==> src/rtl/ctrl_pipeline.sv <==
// Control-word carrier for the ID/EX, EX/MEM and MEM/WB stages, with
// load-use stall and jump flush resolution plus saturating debug counters.
module ctrl_pipeline #(
  parameter int RW = 4
) (
  input  logic          clk,
  input  logic          rst,
  input  logic          id_valid,
  input  logic          id_rd_register_en,
  input  logic          id_wb_enable,
  input  logic          id_rd_mem_en,
  input  logic          id_wr_mem_en,
  input  logic          id_mux_id,
  input  logic          id_mux_exe,
  input  logic          id_mux_mem,
  input  logic          id_jenable,
  input  logic [1:0]    id_alu_op,
  input  logic [RW-1:0] id_rd,
  input  logic [RW-1:0] id_rs1,
  input  logic [RW-1:0] id_rs2,
  output logic          ex_valid,
  output logic [1:0]    ex_alu_op,
  output logic          ex_mux_exe,
  output logic          ex_jenable,
  output logic [RW-1:0] ex_rd,
  output logic          mem_valid,
  output logic          mem_rd_mem_en,
  output logic          mem_wr_mem_en,
  output logic          mem_mux_mem,
  output logic [RW-1:0] mem_rd,
  output logic          wb_valid,
  output logic          wb_wb_enable,
  output logic [RW-1:0] wb_rd,
  output logic          stall_id,
  output logic          flush_if,
  output logic [15:0]   stall_cnt,
  output logic [15:0]   flush_cnt
);

  typedef struct packed {
    logic          valid;
    logic          rd_register_en;
    logic          wb_enable;
    logic          rd_mem_en;
    logic          wr_mem_en;
    logic          mux_id;
    logic          mux_exe;
    logic          mux_mem;
    logic          jenable;
    logic [1:0]    alu_op;
    logic [RW-1:0] rd;
  } stage_t;

  stage_t s_ex, s_mem, s_wb;
  stage_t id_word, ex_next;
  logic   stall, flush, load_use;

  // Pack the ID control word; an invalid ID slot is carried as a bubble.
  always_comb begin
    id_word = '0;
    if (id_valid) begin
      id_word.valid          = 1'b1;
      id_word.rd_register_en = id_rd_register_en;
      id_word.wb_enable      = id_wb_enable;
      id_word.rd_mem_en      = id_rd_mem_en;
      id_word.wr_mem_en      = id_wr_mem_en;
      id_word.mux_id         = id_mux_id;
      id_word.mux_exe        = id_mux_exe;
      id_word.mux_mem        = id_mux_mem;
      id_word.jenable        = id_jenable;
      id_word.alu_op         = id_alu_op;
      id_word.rd             = id_rd;
    end else begin
      id_word = '0;
    end
  end

  // Hazard resolution; a jump in EX wins over a load-use dependency.
  always_comb begin
    flush    = s_ex.valid & s_ex.jenable;
    load_use = s_ex.valid & s_ex.rd_mem_en & s_ex.wb_enable & id_valid &
               ((s_ex.rd == id_rs1) | (s_ex.rd == id_rs2));
    stall    = 1'b0;
    ex_next  = id_word;
    if (flush) begin
      ex_next = '0;
    end else if (load_use) begin
      stall   = 1'b1;
      ex_next = '0;
    end else begin
      ex_next = id_word;
    end
  end

  // Stage registers advance every cycle; only ID is ever held.
  always_ff @(posedge clk or posedge rst) begin
    if (rst) begin
      s_ex  <= '0;
      s_mem <= '0;
      s_wb  <= '0;
    end else begin
      s_ex  <= ex_next;
      s_mem <= s_ex;
      s_wb  <= s_mem;
    end
  end

  // Saturating debug counters for stall and flush cycles.
  always_ff @(posedge clk or posedge rst) begin
    if (rst) begin
      stall_cnt <= 16'h0000;
      flush_cnt <= 16'h0000;
    end else begin
      if (stall && (stall_cnt != 16'hFFFF)) begin
        stall_cnt <= stall_cnt + 16'h0001;
      end
      if (flush && (flush_cnt != 16'hFFFF)) begin
        flush_cnt <= flush_cnt + 16'h0001;
      end
    end
  end

  assign stall_id      = stall;
  assign flush_if      = flush;
  assign ex_valid      = s_ex.valid;
  assign ex_alu_op     = s_ex.alu_op;
  assign ex_mux_exe    = s_ex.mux_exe;
  assign ex_jenable    = s_ex.jenable;
  assign ex_rd         = s_ex.rd;
  assign mem_valid     = s_mem.valid;
  assign mem_rd_mem_en = s_mem.rd_mem_en;
  assign mem_wr_mem_en = s_mem.wr_mem_en;
  assign mem_mux_mem   = s_mem.mux_mem;
  assign mem_rd        = s_mem.rd;
  assign wb_valid      = s_wb.valid;
  assign wb_wb_enable  = s_wb.wb_enable;
  assign wb_rd         = s_wb.rd;

  // WB consumers only need valid/wb_enable/rd; the rest ends here.
  logic unused_wb_bits;
  assign unused_wb_bits = ^{s_wb.rd_register_en, s_wb.rd_mem_en, s_wb.wr_mem_en,
                            s_wb.mux_id, s_wb.mux_exe, s_wb.mux_mem,
                            s_wb.jenable, s_wb.alu_op};

endmodule

==> config.mk <==
export PLATFORM = sky130hd
export DESIGN_NAME = ctrl_pipeline
export DESIGN_NICKNAME = d
export VERILOG_FILES = /design/src/rtl/ctrl_pipeline.sv
export SDC_FILE = /design/constraint.sdc
export NUM_CORES = 1
export LEC_CHECK = 0
export ABC_AREA = 1
export ABC_CLOCK_PERIOD_IN_PS = 2400
export BUFFER_PORTS_ARGS = -buffer_cell sky130_fd_sc_hd__buf_4
export CAP_MARGIN = 20
export CORE_MARGIN = 3
export CORE_UTILIZATION = 53
export CTS_CLUSTER_SIZE = 40
export DETAILED_ROUTE_END_ITERATION = 6
export GPL_TIMING_DRIVEN = 0
export PLACE_DENSITY = 0.91
export RECOVER_POWER = 25
export SYNTH_ARGS = -nofsm -noshare
export SYNTH_HDL_FRONTEND = slang
export SYNTH_SLANG_ARGS = --single-unit
==> constraint.sdc <==
create_clock -name clk -period 2.4 [get_ports clk]
set_input_delay 0.48 -clock clk [delete_from_list [all_inputs] [get_ports clk]]
set_output_delay 0.48 -clock clk [all_outputs]
set_load 0.05 [all_outputs]
# After elaboration in Yosys (flattened, before gate mapping)
# Cells that the tools add are included.
[totals]
mem_bits_rw = 0
out_inout_bits = 57
elab_cells = 39
n_memories = 0
mem_bits_ro = 0
latchBits = 0
ff_bits = 60
[classes]
shifts = 0
n_div = 0
eq_ne = 4
order_cmp = 0
bitwise = 6
n_mul = 0
addsub = 2
reduce_logical = 2
n_mux = 5
[op_table]
columns = ["operator", "count"]
rows = [
  ["15-bit two-way mux", 3],
  ["16-bit by 1-bit adder with 16-bit output, second input constant", 2],
  ["16-bit != test, second input constant", 2],
  ["4-bit == test", 2],
  ["1-bit AND", 5],
  ["1-bit logical AND", 2],
  ["1-bit two-way mux", 2],
  ["1-bit OR", 1],
]

# Logic depth before layout (Yosys ltp)
# Gate-level depths: netlist (run 1).
[logic_depth]
ltp_word = 7
mapped_depth = 12
ltp_nobuf = 11

# Worst setup path after synthesis (run 1)
# OpenSTA, ideal clock, no wires.
[synth_timing]
kind = "reg2out"
start = "register s_ex (netlist bit ex_valid)"
end = "output port stall_id"
stages_incl_launch_ff = 5
slack_ns = 0.487
t_arrival_ns = 1.433
n_path_buf = 0
path_cell_list = "dfrtp_1 nand2_1 nor2_2 nand3_1 inv_1"
[synth_via]
elab_chain_cells = 6
[synth_lines]
columns = ["item", "line", "text"]
rows = [
  ["start: declaration", "54", "stage_t s_ex, s_mem, s_wb;"],
  ["start signal: assignment", "102", "s_ex <= ex_next;"],
  ["1-bit AND (4 in a row)", "81", "load_use = s_ex.valid & s_ex.rd_mem_en & s_ex.wb_enable & id_valid &"],
  ["1-bit two-way mux", "87", "end else if (load_use) begin"],
  ["1-bit two-way mux (*)", "85", "if (flush) begin"],
  ["end: declaration", "34", "output logic stall_id,"],
]
# Every way passes the cells marked *; elsewhere a longest branch is shown, timed or not.

# Worst setup path after layout (run 1)
[layout_timing]
start = "register s_ex (netlist bit ex_rd[2])"
end = "output port stall_id"
[layout_via]
elab_chain_cells = 5
[layout_lines]
columns = ["item", "line", "text"]
rows = [
  ["4-bit == test", "82", "((s_ex.rd == id_rs1) | (s_ex.rd == id_rs2));"],
  ["1-bit OR (*)", "82", ""],
  ["1-bit AND (*)", "81", ""],
  ["1-bit two-way mux (*)", "87", ""],
  ["1-bit two-way mux (*)", "85", ""],
]
# Marks and branches as above.

==> flow_summary.yaml, run 1 <==
die:
  io_pins: 82
  initial_utilization: 0.5553
  row_count: 27
  core_area_um2: 5574
  fp.dieW_um: 82.43
  die_area_um2: 6794
  die_h_um: 82.43
synth:
  synth-edff-count: 0
  synth_area_per_cell_um2: 8.211
  synth_flop_cell: "dfrtp_1"
  yosysMostFrequentCell: "nand2_1"
  syn_nets: 404
  synth_top_area_frac: 0.4850
  synth_area_leader_cell: "dfrtp_1"
  synth_area_um2: 3095
  yosysWarnings: 0
  synth_commonest_cells: "nand2_1, dfrtp_1, inv_1"
  synthDistinctLibCells: 28
  yosysSeqAreaShare: 0.4850
  synthArstFlopShare: 1.000
  synthTopCellsByArea: "dfrtp_1, nand2_1, inv_1, xor2_1, nor2_1"
  synth_cells: 377
  ys_seq_elements: 60
status:
  status: "finished clean"
final_layout:
  fin_nets: 495
  n_fill_cell: 426
  antenna_cells: 0
  drive_gt1_frac: 0.3066
  syn_to_final_growth_pct: 29.83
pwr:
  internal_power_mw: 1.881
  finalPower_mw: 2.732
  switchingPower_mw: 0.8512
  p_comb_frac: 0.190
  clockPowerShare: 0.392
  p_leak_nw: 2.200
  p_seq_frac: 0.418
  ir_worst_vdd_v: 0.0006183
  p_per_area_nw_per_um2: 679.7
  p_sw_frac: 0.3116
clocking:
  cts_root_buf: "clkbuf_8"
  cts_resized: 0
  cts_max_level: 3
  numCtsBuffers: 9
  clockBufferDepth: 2
  clkLatencyLatePin_ps: 350
  post_cts_buffers: 0
  hold_buffers: 0
  clkTransAtPathRegs_ps: 70
  cts_sinks: 60
  cts_tree: "built"
drt:
  drt_pass1_iterations: 5
  wl_um: 6901
  viasPerCell: 4.835
  post_drt_wl_per_cell_um: 12.66
  ant_nets: 0
  dr_total_vias: 2635
  first_iter_violations: 113
  drc: 0
placed_design:
  place_ws_ps: 526.4
  hpwl_um: 4995
  gp_congestion: 0.9290
  io_buffer_count: 79
sta:
  fin_skew_ps: 5.836
  tightestPinTransition_ps: 1036
  min_period_ps: 2125
  max_freq_mhz: 470.6
  final_max_slew_viol_count: 0
  hold_violations: 0
  rsz0062_at_grt: "false"
  slew_headroom: 0.3093
  tns_ps: 0
  setup_ws_ps: 275.2
  setup_viol: 0
  holdWs_ps: 229.6
  finalCritPeriodShare: 0.8853
setup_path:
  cp-start-kind: "register"
  crit_type: "register to output port"
  arrival_ps: 1640
  worst-endpoint-required_ps: 1920
  critPathCaptureType: "output port"
  cp_max_fo: 5
global_routing:
  gr-total-overflow: 0
  grt_antenna_before_repair: 0
  first_global_vias: 2486
  grt_max_degree: 45
  grt_usage: 0.2189
  grt_pass1_wl_um: 11110
job:
  maxCapViolations: 0
worst_hold_path:
  hold_class: "primary input to async pin"
==> worst max-delay path, cell delays in order, from the launching register on <==
cell,delay [ps]
dfrtp_1,450
inv_2,50
nand2_1,50
nand2_1,50
nor2_1,100
nand2_1,100
nand2_4,110
nand3_1,110
inv_1,80
buf_4,190
==> area by class of cell <==
| cell class | instances | area [um^2] | area share |
|---|---|---|---|
| Tap cell | 72 | 90.09 | 0.02242 |
| Buffer | 16 | 136.4 | 0.03394 |
| Timing Repair Buffer | 80 | 598.1 | 0.1488 |
| Multi-Input combinational cell | 248 | 1259 | 0.3132 |
| Inverter | 53 | 198.9 | 0.04950 |
| Clock inverter | 5 | 83.83 | 0.02086 |
| Sequential cell | 60 | 1501 | 0.3736 |
| Clock buffer | 11 | 151.4 | 0.03767 |
==> sequential cells by signal (all words and copies together) (netlist names), 2 cells and up <==
| signal | cells |
|---|---|
| ex_alu_op | 2 |
| ex_rd | 4 |
| mem_rd | 4 |
| s_ex | 4 |
| flush_cnt | 16 |
| stall_cnt | 16 |
| wb_rd | 4 |
==> layout by cell type, fill, tap and decap left out, types with 11 or more instances in the layout <==
cell and n:
clkbuf_8 11, nand3_1 14, nand2_2 14, nand2_1 129
nor2_1 29, inv_1 46, dfrtp_1 60, buf_4 89
xor2_1 16, nor3_1 11
==> through the flow <==
step	utilization	std cells	instance area (um^2)
3_5_place_dp	0.6815	529	3799
3_3_place_gp	0.6779	528	3779
2_1_floorplan	-	377	3095
6_report	0.7210	545	4019
5_1_grt	0.7210	545	4019
4_1_cts	0.7237	545	4034
==> logic make-up (layout without fill, tap and decap cells) <==
logic type | after synthesis | in the layout | share of synthesized area
AO/OA/AOI/OAI | 7 | 7 | 0.01132
flip-flops | 60 | 60 | 0.4850
AND/OR/NAND/NOR | 216 | 216 | 0.3221
buffers and inverters | 69 | 165 | 0.1083
adder cells (fa/ha/maj) | 2 | 2 | 0.008083
XOR/XNOR | 23 | 23 | 0.06508
==> power by group through the flow <==
| stage | Clock, mW | Sequential, mW | Combinational (mW) |
|---|---|---|---|
| after floorplan | 0 | 1.31 | 0.190 |
| after global placement | 0 | 1.15 | 0.498 |
| after detailed placement | 0 | 1.16 | 0.519 |
| after CTS | 1.08 | 1.14 | 0.529 |
| after global routing | 1.12 | 1.15 | 0.558 |
| final | 1.07 | 1.14 | 0.519 |
==> layer usage <==
layer,global-route usage,wire [um],part of all wire,vias up
met2,0.3894,3556,0.52,92
met1,0.2507,2786,0.40,1212
met3,0.04989,416,0.060,16
met5,0,0,0,-
met4,0.09302,141,0.020,0
li1,-,-,-,1315
==> worst paths after layout <==
path | start | to | slack (ps) | cells after the start
hold reg to reg | s_mem[12]$_DFF_PP0_ | wb_wb_enable$_DFF_PP0_ | 350 | 0
setup / recovery | ex_rd[2]$_DFF_PP0_ | stall_id | 280 | 9
min in group clk | id_wr_mem_en | s_ex[10]$_DFF_PP0_ | 340 | 3
setup reg to reg | stall_cnt[0]$_DFFE_PP0P_ | stall_cnt[10]$_DFFE_PP0P_ | 680 | 10
max in group asynchronous | rst | stall_cnt[2]$_DFFE_PP0P_ | 720 | 3
hold / removal | rst | flush_cnt[6]$_DFFE_PP0P_ | 230 | 2
Power figures use the tool's default switching activity.
==> inputs of run 2 (changes only) <==
--- a/config.mk
+++ b/config.mk
@@ -6,15 +6,15 @@
 export NUM_CORES = 1
 export LEC_CHECK = 0
 export ABC_AREA = 1
-export ABC_CLOCK_PERIOD_IN_PS = 2400
+export ABC_CLOCK_PERIOD_IN_PS = 1900
 export BUFFER_PORTS_ARGS = -buffer_cell sky130_fd_sc_hd__buf_4
 export CAP_MARGIN = 20
 export CORE_MARGIN = 3
-export CORE_UTILIZATION = 53
+export CORE_UTILIZATION = 48
 export CTS_CLUSTER_SIZE = 40
 export DETAILED_ROUTE_END_ITERATION = 6
 export GPL_TIMING_DRIVEN = 0
-export PLACE_DENSITY = 0.91
+export PLACE_DENSITY = 0.88
 export RECOVER_POWER = 25
 export SYNTH_ARGS = -nofsm -noshare
 export SYNTH_HDL_FRONTEND = slang
==> constraint.sdc (replaced) <==
create_clock -name clk -period 1.9 [get_ports clk]
set_input_delay 0.38 -clock clk [delete_from_list [all_inputs] [get_ports clk]]
set_output_delay 0.38 -clock clk [all_outputs]
set_load 0.05 [all_outputs]
==> flow_summary.yaml, run 2 (synthesis results as in run 1) <==
status:
  status: "finished clean"
die:
  die_area_um2: 7449
  initial_utilization: 0.5078
  fp.dieW_um: 86.31
  io_pins: 82
  core_area_um2: 6096
  row_count: 28
  die_h_um: 86.31
setup_path:
  cp-start-kind: "register"
  rr_worst_depth: 10
  rrSetupSlack_ps: 180
  rr_endpoint: "flush_cnt[8]$_DFFE_PP0P_"
  reg2reg_from: "flush_cnt[0]$_DFFE_PP0P_"
  endpoint: "stall_id"
  cp_max_fo: 4
  startpoint: "ex_rd[2]$_DFF_PP0_"
  critPathCaptureType: "output port"
  worst-endpoint-required_ps: 1520
  arrival_ps: 1500
  crit_type: "register to output port"
drt:
  ant_nets: 0
  drc: 0
  first_iter_violations: 78
  drt_pass1_iterations: 4
  post_drt_wl_per_cell_um: 12.81
  dr_total_vias: 2666
  wl_um: 7095
  viasPerCell: 4.812
global_routing:
  grt_antenna_before_repair: 0
  first_global_vias: 2674
  grt_pass1_wl_um: 12040
  gr-total-overflow: 0
  grt_max_degree: 42
  grt_usage: 0.2060
sta:
  max_freq_mhz: 533.1
  hold_violations: 0
  slew_headroom: 0.3976
  min_period_ps: 1876
  rsz0062_at_grt: "true"
  fin_skew_ps: 6.872
  setup_viol: 0
  finalCritPeriodShare: 0.9873
  tightestPinTransition_ps: 903.6
  final_max_slew_viol_count: 0
placed_design:
  hpwl_um: 5208
  dp.cells: 532
  io_buffer_count: 79
  gp_congestion: 0.9140
pwr:
  p_per_area_nw_per_um2: 857.3
  ir_worst_vdd_v: 0.0006775
  internal_power_mw: 2.452
  clockPowerShare: 0.403
  finalPower_mw: 3.524
  p_seq_frac: 0.408
  p_leak_nw: 2.234
  p_sw_frac: 0.3042
  p_comb_frac: 0.188
  switchingPower_mw: 1.072
clocking:
  numCtsBuffers: 9
  clockBufferDepth: 2
  hold_buffers: 0
  cts_root_buf: "clkbuf_8"
  cts_tree: "built"
  clkTransAtPathRegs_ps: 70
  cts_max_level: 3
  cts_sinks: 60
  clkLatencyLatePin_ps: 340
final_layout:
  final_cell_mix: "nand2_1, buf_4, dfrtp_1, inv_1, nor2_1"
  layout.cells.non_filler: 554
  antenna_cells: 0
  regArea_um2: 1504
  fin_nets: 501
  reg_top3: "flush_cnt x16, stall_cnt x16"
  syn_to_final_growth_pct: 32.78
  final_common_cell: "nand2_1"
  n_fill_cell: 518
  drive_gt1_frac: 0.3319
  multi_input_area_um2: 1279
job:
  maxCapViolations: 0
worst_hold_path:
  hold_class: "primary input to async pin"
run 2: worst max-delay path, stage by stage, from the launching register on:
cell,delay [ps]
dfrtp_1,420
nand2_1,100
nand2_1,50
nor2_1,110
nand2_1,100
nand2_4,90
nand3_4,70
inv_2,70
buf_8,140
run 2: metrics by stage:
step / hold WS, ps / utilization / instance area, um^2 / worst slack (ps) / TNS, ps
after floorplan: 331.2 / - / 3095 / 10.39 / 0
after global placement: 333.6 / 0.6205 / 3782 / -661.1 / -39490
after detailed placement: 334.7 / 0.6238 / 3802 / 140.5 / 0
after CTS: 47.88 / 0.6730 / 4103 / 4.387 / 0
after global routing: 233.1 / 0.6743 / 4110 / -62.10 / -102.4
final: 157.5 / 0.6743 / 4110 / 24.05 / 0
run 2: area by class of cell:
type | count | area share
Sequential cell | 60 | 0.3659
Timing Repair Buffer | 86 | 0.1583
Buffer | 16 | 0.03318
Clock buffer | 9 | 0.03014
Tap cell | 75 | 0.02283
Inverter | 53 | 0.04840
Clock inverter | 7 | 0.03014
Multi-Input combinational cell | 248 | 0.3111
run 2: worst min path at each step:
stage	end	slack (ps)	cells after the start
after global routing	s_ex[11]$_DFF_PP0_	230	3
final	flush_cnt[4]$_DFFE_PP0P_	160	2
after CTS	flush_cnt[4]$_DFFE_PP0P_	50	2
after detailed placement	mem_mux_mem$_DFF_PP0_	330	0
after floorplan	mem_mux_mem$_DFF_PP0_	330	0
after global placement	wb_wb_enable$_DFF_PP0_	330	0
run 2: power by group through the flow:
stage / combinational, mW / sequential [mW] / clock [mW]
floorplan: 0.240 / 1.65 / 0
global placement: 0.630 / 1.45 / 0
detailed placement: 0.653 / 1.46 / 0
CTS: 0.667 / 1.44 / 1.44
global route: 0.707 / 1.45 / 1.50
finish: 0.663 / 1.44 / 1.42
run 2: routing by layer:
layer | part of all wire | track usage | vias to the layer above
met1 | 0.40 | 0.2303 | 1241
met3 | 0.056 | 0.05038 | 12
met5 | 0 | 0 | -
met2 | 0.53 | 0.3784 | 85
li1 | - | - | 1328
met4 | 0.012 | 0.07507 | 0
run 2: what timing repair did:
| item | in CTS | in global routing |
|---|---|---|
| pin swaps | 3 | 5 |
| setup buffers | 4 | 2 |
| resized for setup | 7 | 4 |
| endpoints found under the setup margin | 1 | 6 |
